File: src/rtl/fetch_unit_pkg.sv
// fetch_unit_pkg: shared definitions for the instruction-fetch front end.
// Holds the reset-PC default, opcode constants, the fetch FSM state encoding,
// the queue entry layout and the branch-offset helper.
package fetch_unit_pkg;

    localparam logic [31:0] DEFAULT_RESET_PC = 32'h0000_0000;
    localparam int          ENTRY_W          = 64;

    typedef enum logic [5:0] {
        OP_RTYPE = 6'h00,
        OP_J     = 6'h02,
        OP_JAL   = 6'h03,
        OP_BEQ   = 6'h04,
        OP_BNE   = 6'h05
    } opcode_t;

    typedef enum logic [1:0] {
        IDLE = 2'd0,
        WAIT = 2'd1,
        DROP = 2'd2
    } fetch_state_t;

    typedef struct packed {
        logic [31:0] pc;
        logic [31:0] instr;
    } fetch_entry_t;

    // Sign-extended 16-bit immediate scaled to a byte offset.
    function automatic logic [31:0] branch_offset(input logic [15:0] imm);
        return {{14{imm[15]}}, imm, 2'b00};
    endfunction

endpackage

File: src/rtl/fetch_queue.sv
// fetch_queue: 2-entry synchronous FIFO of fetched {pc, instr} words.
// Ports: clk, reset (sync, active-high); push/din write an entry; pop drops
// the head; clear empties the queue and overrides push/pop; head is the
// oldest entry; count is the number of valid entries (0..2).
module fetch_queue
    import fetch_unit_pkg::*;
(
    input  logic               clk,
    input  logic               reset,
    input  logic               push,
    input  logic               pop,
    input  logic               clear,
    input  logic [ENTRY_W-1:0] din,
    output logic [ENTRY_W-1:0] head,
    output logic [1:0]         count
);

    logic [ENTRY_W-1:0] e0, e1;
    logic               do_pop, do_push;

    assign do_pop  = pop && count != 2'd0;
    assign do_push = push && (count != 2'd2 || do_pop);
    assign head    = e0;

    always_ff @(posedge clk) begin
        if (reset) begin
            e0    <= '0;
            e1    <= '0;
            count <= 2'd0;
        end else if (clear) begin
            count <= 2'd0;
        end else begin
            if (do_pop)
                e0 <= (do_push && count == 2'd1) ? din : e1;
            else if (do_push && count == 2'd0)
                e0 <= din;
            // a push lands directly behind whatever survives this cycle's pop
            if (do_push && (count - {1'b0, do_pop}) == 2'd1)
                e1 <= din;
            count <= count + {1'b0, do_push} - {1'b0, do_pop};
        end
    end

endmodule

File: src/rtl/fetch_unit.sv
// fetch_unit: MIPS instruction-fetch front end; owns the PC, reads imem and
// feeds decode through a 2-entry queue, redirecting on branch/jump/jr.
// Optional feature macro: FETCH_ALIGN_CHECK_EN adds the sticky fetch_err flag.
// Ports: clk, reset (sync, active-high);
//   imem_req/imem_addr/imem_rvalid/imem_rdata - instruction memory read port;
//   if_valid/if_instr/if_pc/if_ready - decode handshake on the queue head;
//   pc_update/branch/jump/jr/rd_pc/rd_instr/jr_addr - redirect from control;
//   fetch_err - misaligned redirect target seen (feature build only).
module fetch_unit
    import fetch_unit_pkg::*;
#(
    parameter logic [31:0] RESET_PC = DEFAULT_RESET_PC
)
(
    input  logic        clk,
    input  logic        reset,
    output logic        imem_req,
    output logic [31:0] imem_addr,
    input  logic        imem_rvalid,
    input  logic [31:0] imem_rdata,
    output logic        if_valid,
    output logic [31:0] if_instr,
    output logic [31:0] if_pc,
    input  logic        if_ready,
    input  logic        pc_update,
    input  logic        branch,
    input  logic        jump,
    input  logic        jr,
    input  logic [31:0] rd_pc,
    input  logic [31:0] rd_instr,
    input  logic [31:0] jr_addr
`ifdef FETCH_ALIGN_CHECK_EN
    , output logic      fetch_err
`endif
);

    fetch_state_t state, state_next;
    logic [31:0]  pc, pc_next, req_addr, req_addr_next;
    logic [31:0]  seq_pc, tgt_raw, target;
    logic [1:0]   count, count_next;
    logic         push, pop, issue, issue_new;
    fetch_entry_t head;
    logic         unused;

    // branch is the default redirect kind, so it never has to be decoded
    assign unused = &{1'b0, branch, rd_instr[31:26], tgt_raw[1:0]};

    assign seq_pc  = rd_pc + 32'd4;
    assign tgt_raw = jr   ? jr_addr :
                     jump ? {seq_pc[31:28], rd_instr[25:0], 2'b00} :
                            seq_pc + branch_offset(rd_instr[15:0]);
    assign target  = {tgt_raw[31:2], 2'b00};

    // a redirect flushes the queue, so neither the pop nor the response counts
    assign pop        = if_valid && if_ready && !pc_update;
    assign push       = state == WAIT && imem_rvalid && !pc_update;
    assign count_next = count + {1'b0, push} - {1'b0, pop};
    assign issue      = !reset && !pc_update && count_next < 2'd2;
    // a new request starts either from IDLE or in the cycle the previous one completes
    assign issue_new  = issue && (state == IDLE || (state == WAIT && imem_rvalid));

    assign imem_req  = !reset && (issue_new || (state != IDLE && !imem_rvalid));
    assign imem_addr = issue_new ? pc : req_addr;

    always_comb begin
        state_next    = state;
        pc_next       = pc;
        req_addr_next = req_addr;
        if (pc_update) begin
            pc_next    = target;
            state_next = (state == IDLE || imem_rvalid) ? IDLE : DROP;
        end else if (issue_new) begin
            req_addr_next = pc;
            pc_next       = pc + 32'd4;
            state_next    = WAIT;
        end else if (imem_rvalid && state != IDLE) begin
            state_next = IDLE;
        end
    end

    always_ff @(posedge clk) begin
        if (reset) begin
            state    <= IDLE;
            pc       <= RESET_PC;
            req_addr <= RESET_PC;
        end else begin
            state    <= state_next;
            pc       <= pc_next;
            req_addr <= req_addr_next;
        end
    end

    fetch_queue u_queue (
        .clk   (clk),
        .reset (reset),
        .push  (push),
        .pop   (pop),
        .clear (pc_update),
        .din   ({req_addr, imem_rdata}),
        .head  (head),
        .count (count)
    );

    assign if_valid = count != 2'd0;
    assign if_pc    = head.pc;
    assign if_instr = head.instr;

`ifdef FETCH_ALIGN_CHECK_EN
    always_ff @(posedge clk) begin
        if (reset)
            fetch_err <= 1'b0;
        else if (pc_update && tgt_raw[1:0] != 2'b00)
            fetch_err <= 1'b1;
    end
`endif

endmodule

File: config.mk
export PLATFORM = sky130hd
export DESIGN_NAME = fetch_unit
export DESIGN_NICKNAME = d
export VERILOG_FILES = /design/src/rtl/fetch_unit_pkg.sv /design/src/rtl/fetch_queue.sv /design/src/rtl/fetch_unit.sv
export SDC_FILE = /design/constraint.sdc
export NUM_CORES = 1
export LEC_CHECK = 0
export CAP_MARGIN = 20
export CORE_UTILIZATION = 24
export CTS_BUF_LIST = sky130_fd_sc_hd__clkbuf_8
export CTS_CLUSTER_DIAMETER = 40
export DETAILED_ROUTE_END_ITERATION = 10
export PLACE_DENSITY = 0.42
export SLEW_MARGIN = 20
export SYNTH_ARGS = -nofsm -noshare
export SYNTH_HDL_FRONTEND = slang
export SYNTH_SLANG_ARGS = --single-unit
File: constraint.sdc
create_clock -name clk -period 7.43 [get_ports clk]
set_clock_uncertainty 0.1 [all_clocks]
set_input_delay 1.486 -clock clk [delete_from_list [all_inputs] [get_ports clk]]
set_output_delay 1.486 -clock clk [all_outputs]
set_load 0.01 [all_outputs]
Word level (Yosys, flattened, before mapping)
Cells that the tools add are included.
W data, S select, Z words.
Storage, ports and cells
  flip-flop bits (word level): 196
  logic and storage cells: 65
Operators by class
  add/subtract/negate cells: 8
  $lt $le $gt $ge: 1
  equal/unequal tests: 4
  mux-type cells: 12
  bitwise operators: 1
  reductions and logical operators: 32
Operator list (number)
  $mux W64: 3
  $mux W32: 5
  $add A32 B3 Y32 const B: 2
  $add A32 B32 Y32: 1
  $logic_and A1 B1 Y1: 15
  $mux W2: 4
  $reduce_bool A2 Y1: 4
  $eq A2 B1 Y1 const B: 3
  $sub A2 B1 Y2: 3
  $add A2 B1 Y2: 2
  $logic_not A2 Y1: 2
  $logic_or A1 B1 Y1: 4
  $reduce_and A2 Y1: 2
  $logic_not A1 Y1: 3
  $reduce_bool A3 Y1: 1
  $lt A2 B2 Y1 const B: 1
  $ne A2 B2 Y1 const B: 1
  $reduce_or A2 Y1: 1
  $not A1 Y1: 1

Longest topological paths before layout
  word-level depth: 10
  depth in mapped cells: 16
  gate-level depth less buffers: 16

Cells and area by module
Synthesis repeated with hierarchy kept, for this count alone.
Unflattened totals
  cell total of the unflattened synthesis: 1366
  area total of the unflattened synthesis: 10720.3 µm²
By module, submodules not included
  fetch_unit: times used 1, cells each 713, area each 5592.9 µm²
  fetch_queue: times used 1, cells each 653, area each 5127.4 µm²

Worst setup path after synthesis
Ideal clock, no wire load.
  path type: input port to output port
  from: input port pc_update
  to: output port imem_addr[8]
  arrival time: 3.400 ns
  data required time: 5.844 ns
  setup slack: 2.444 ns
  stages: 10
  buffers on the path: 4
  path through: buf_2 > inv_1 > and3_1 > ha_1 > o31a_1 > o21a_1 > buf_2 > buf_4 > buf_2 > o21ai_0
On the way
  word-level cells in the longest chain between the ends: 8
RTL lines
  from (decl): RTL line fetch_unit.sv:25  | input logic pc_update,
  $logic_not A1 Y1 (*): RTL line fetch_unit.sv:55, fetch_unit.sv:56, fetch_unit.sv:58
  $logic_and A1 B1 Y1: RTL line fetch_unit.sv:56  | assign push = state == WAIT && imem_rvalid && !pc_update;
  $add A2 B1 Y2: RTL line fetch_unit.sv:57  | assign count_next = count + {1'b0, push} - {1'b0, pop};
  $sub A2 B1 Y2: RTL line fetch_unit.sv:57
  $lt A2 B2 Y1: RTL line fetch_unit.sv:58  | assign issue = !reset && !pc_update && count_next < 2'd2;
  $logic_and A1 B1 Y1 (*): RTL line fetch_unit.sv:58
  $logic_and A1 B1 Y1 (*): RTL line fetch_unit.sv:60  | assign issue_new = issue && (state == IDLE || (state == WAIT && imem_rvalid));
  $mux W32 (*)
  to (decl): RTL line fetch_unit.sv:18  | output logic [31:0] imem_addr,
Mark *: on every way between the ends. The rest lies on a longest branch, timed or not.

Final worst setup path
  from: input port if_ready
  to: output port imem_addr[9]
On the way
  word-level cells in the longest chain between the ends: 7
RTL lines
  from (decl): RTL line fetch_unit.sv:24  | input logic if_ready,
  $logic_and A1 B1 Y1 (2 in series): RTL line fetch_unit.sv:55  | assign pop = if_valid && if_ready && !pc_update;
  $sub A2 B1 Y2: RTL line fetch_unit.sv:57
  $lt A2 B2 Y1: RTL line fetch_unit.sv:58
  $logic_and A1 B1 Y1: RTL line fetch_unit.sv:58
  $logic_and A1 B1 Y1: RTL line fetch_unit.sv:60
  $mux W32
No other way between the ends.

==> results.py <==
metrics = {
    "setup_path": {
        "worst_setup_path_end_kind": "output pin",
        "start_kind": "input port",
        "worst_ep_required_time_ps": 5840,
        "crit_fanout": 20,
        "worst_setup_path_category": "input port to output pin",
        "arrival_ps": 4580,
    },
    "status": {
        "run_status": "finished clean",
    },
    "layout": {
        "final_cell_mix": "clkdlybuf4s50_1, nand2_1, dfxtp_1",
        "layoutNonFillerInstCount": 2090,
        "layout.area.seq_mm2": 0.003884,
        "nets": 1661,
        "mostFrequentLayoutCell": "clkdlybuf4s50_1",
        "final_core_util_pct": 31.48,
        "multi_input_area_mm2": 0.006480,
        "syn_to_final_growth_pct": 29.48,
        "layout.filler_cells": 4715,
        "final_layout_size_suffix_gt1_share_pct": 6.008,
        "num_antenna_cells": 0,
    },
    "grt": {
        "grt_pass1_wl_um": 54740,
        "grt_remaining_overflow": 0,
        "initial_antenna_violation_count": 0,
        "number_of_global_route_vias_before_repair": 9339,
        "globalRouteTotalUtil_pct": 15.75,
        "maximum_number_of_pins_on_one_net_before_global_route_repair": 65,
    },
    "floorplan": {
        "dieHeight_um": 213.7,
        "start_util_pct": 24.31,
        "die-area_mm2": 0.04565,
        "ios": 234,
        "die-width_um": 213.7,
        "coreArea_mm2": 0.04422,
        "rows": 77,
    },
    "power": {
        "vdd.ir_drop.worst_uv": 87.36,
        "total_power_of_the_final_layout_w": 0.002272,
        "power.density_cell_area_mw_per_mm2": 163.2,
        "total_leakage_power_nw": 4.744,
    },
    "worst_hold_path": {
        "worst_hold_path_type": "flop to flop",
    },
    "logic_synthesis": {
        "yosys_most_used_dff": "dfxtp_1",
        "synth.net_count": 1487,
        "postSynth.asyncResetShare_pct": 0,
        "synth_sequential_area_ratio_pct": 36.12,
        "postSynthCellCount": 1311,
        "synthesis.area_mm2": 0.01075,
        "yosysWarnings": 0,
        "synth_enable_flop_cells": 0,
        "synth-seq-cells": 194,
        "synth_area_per_cell_um2": 8.201,
        "post_synth_num_cell_types": 66,
    },
    "sta": {
        "max_freq_mhz": 162.2,
        "finalHoldViolCount": 0,
        "relSlewSlack_pct": 34.08,
        "timing.final.crit_share_pct": 82.98,
        "rsz0062_at_grt": "no",
        "final-max-slew-violation-count": 0,
        "setup_viol": 0,
        "timing.setup.tns_ps": 0,
        "period_minus_slack_ps": 6165,
        "tightest_slew_ps": 985.7,
    },
    "routing": {
        "drt_first_iter_violations": 669,
        "number_of_drc_violations_after_detailed_routing": 0,
        "ant_nets": 0,
        "vias": 9750,
        "routedWlPerCell_um": 17.14,
        "total_wirelength_of_the_detailed_routed_design_um": 35820,
        "avgViaCountPerCell": 4.665,
        "total_iterations_of_the_first_detailed_routing_run": 8,
    },
    "clock_network": {
        "tritoncts.num_buffers": 17,
        "clock_latency_ps": 490,
        "cts_hold_repair.buffers": 0,
        "cts.reportedPaths.clkPinSlew_ps": 90,
        "clk_root_buffer_cell": "clkbuf_8",
        "cts_setup_buffers": 0,
        "htree_num_levels": 4,
        "cts_resized": 0,
        "clock_tree.buffer_depth": 2,
        "tritoncts_clock_tree": "done",
        "cts_num_sinks": 194,
    },
    "placed_design": {
        "gp_congestion": 0.8108,
        "total_placed_cells_including_tap_cells": 2058,
        "dp_hpwl_um": 26510,
        "port_buffers": 222,
    },
    "run": {
        "reported_max_cap_violation_count": 0,
    },
}
## sequential cells by signal (all words and copies together) (netlist names)
name and count:
req_addr 32, u_queue.e1 64, pc 30, state 2, u_queue.head 64, u_queue.count 2
## through the flow
step	instance area (um^2)	hold slack (ps)	worst slack, ps
after detailed placement	13520	346.3	1214
after floorplan	10750	336.0	2444
after CTS	13920	360.2	1199
after global routing	13920	372.4	984.0
after global placement	13520	341.1	1206
final	13920	357.9	1265
## cell families after synthesis
| family | Yosys count | share of synthesized area (%) |
|---|---|---|
| flops | 194 | 36.12 |
| xor+xnor | 69 | 5.621 |
| mux | 98 | 9.438 |
| buf+inv | 102 | 3.771 |
| compound gates | 334 | 20.21 |
| fa+ha+maj | 40 | 4.725 |
| simple gates | 474 | 20.11 |
## critical path, stage by stage
cell	delay, ps
clkdlybuf4s50_1	460
and3_1	210
ha_1	190
xnor2_1	140
nor4_1	310
o21a_2	520
buf_4	360
mux2_2	380
clkdlybuf4s50_1	500
## area by class of cell
cell class | count | share of cell area [%]
flip-flops and latches | 194 | 27.90
inverters | 17 | 0.4584
multi-input cells | 1015 | 46.55
clock inverters | 11 | 0.8179
repair buffers | 240 | 16.88
well taps | 592 | 5.321
clock buffers | 21 | 2.076
## per-layer routing
metal	vias up	GRT usage, %	share of wire, %	wire length, um
met4	0	3.941	1.2	421
met3	26	2.387	3.9	1413
met5	-	0	0	0
li1	5036	-	-	-
met1	4461	22.10	51	18130
met2	227	25.08	44	15850
## path summary, 6_finish.rpt
path                                  to  cells past startpoint                   startpoint  slack [ps]
max                         imem_addr[9]                      9                     if_ready        1260
min          u_queue.e1[51]$_SDFFE_PP0P_                      2  u_queue.e1[51]$_SDFFE_PP0P_         360
max reg2reg          pc[11]$_SDFFE_PP0P_                     13  u_queue.count[1]$_SDFF_PP0_        3830
min reg2reg  u_queue.e1[51]$_SDFFE_PP0P_                      2  u_queue.e1[51]$_SDFFE_PP0P_         360
## report_power, final
part	internal [W]	switching, W	total [W]
Combinational	0.000221	0.000245	0.000466
Clock	0.000331	0.000376	0.000707
Sequential	0.00107	0.0000301	0.00110
Total	0.00162	0.000651	0.00227
## synth_stat cells (3+ instances only)
master	n	share of area, %
inv_1	17	0.59
and2_1	40	2.3
and3_1	14	0.81
o21a_1	7	0.49
o211ai_1	11	0.77
nor2b_1	4	0.23
and4_1	5	0.41
o21ai_0	34	1.6
nand3_1	29	1.3
nor4_1	3	0.17
or3_1	6	0.35
nand2_1	198	6.9
clkbuf_1	66	2.3
a21o_1	19	1.3
ha_1	39	4.5
o221ai_1	6	0.49
xnor2_1	46	3.7
buf_2	15	0.70
nor3_1	20	0.93
o32ai_1	3	0.24
dfxtp_1	194	36
nand2b_1	4	0.23
nor2_1	119	4.2
xor2_1	23	1.9
o22ai_1	8	0.47
mux2i_1	71	6.6
a211o_1	3	0.24
buf_1	3	0.10
o31a_1	3	0.24
o21ai_1	5	0.23
o21bai_1	3	0.21
nand4_1	23	1.3
a31oi_1	6	0.35
a21oi_1	120	5.6
a221oi_1	3	0.24
mux2_2	26	2.7
a211oi_1	76	5.3
Note: power is estimated with default switching activity, not from simulation.
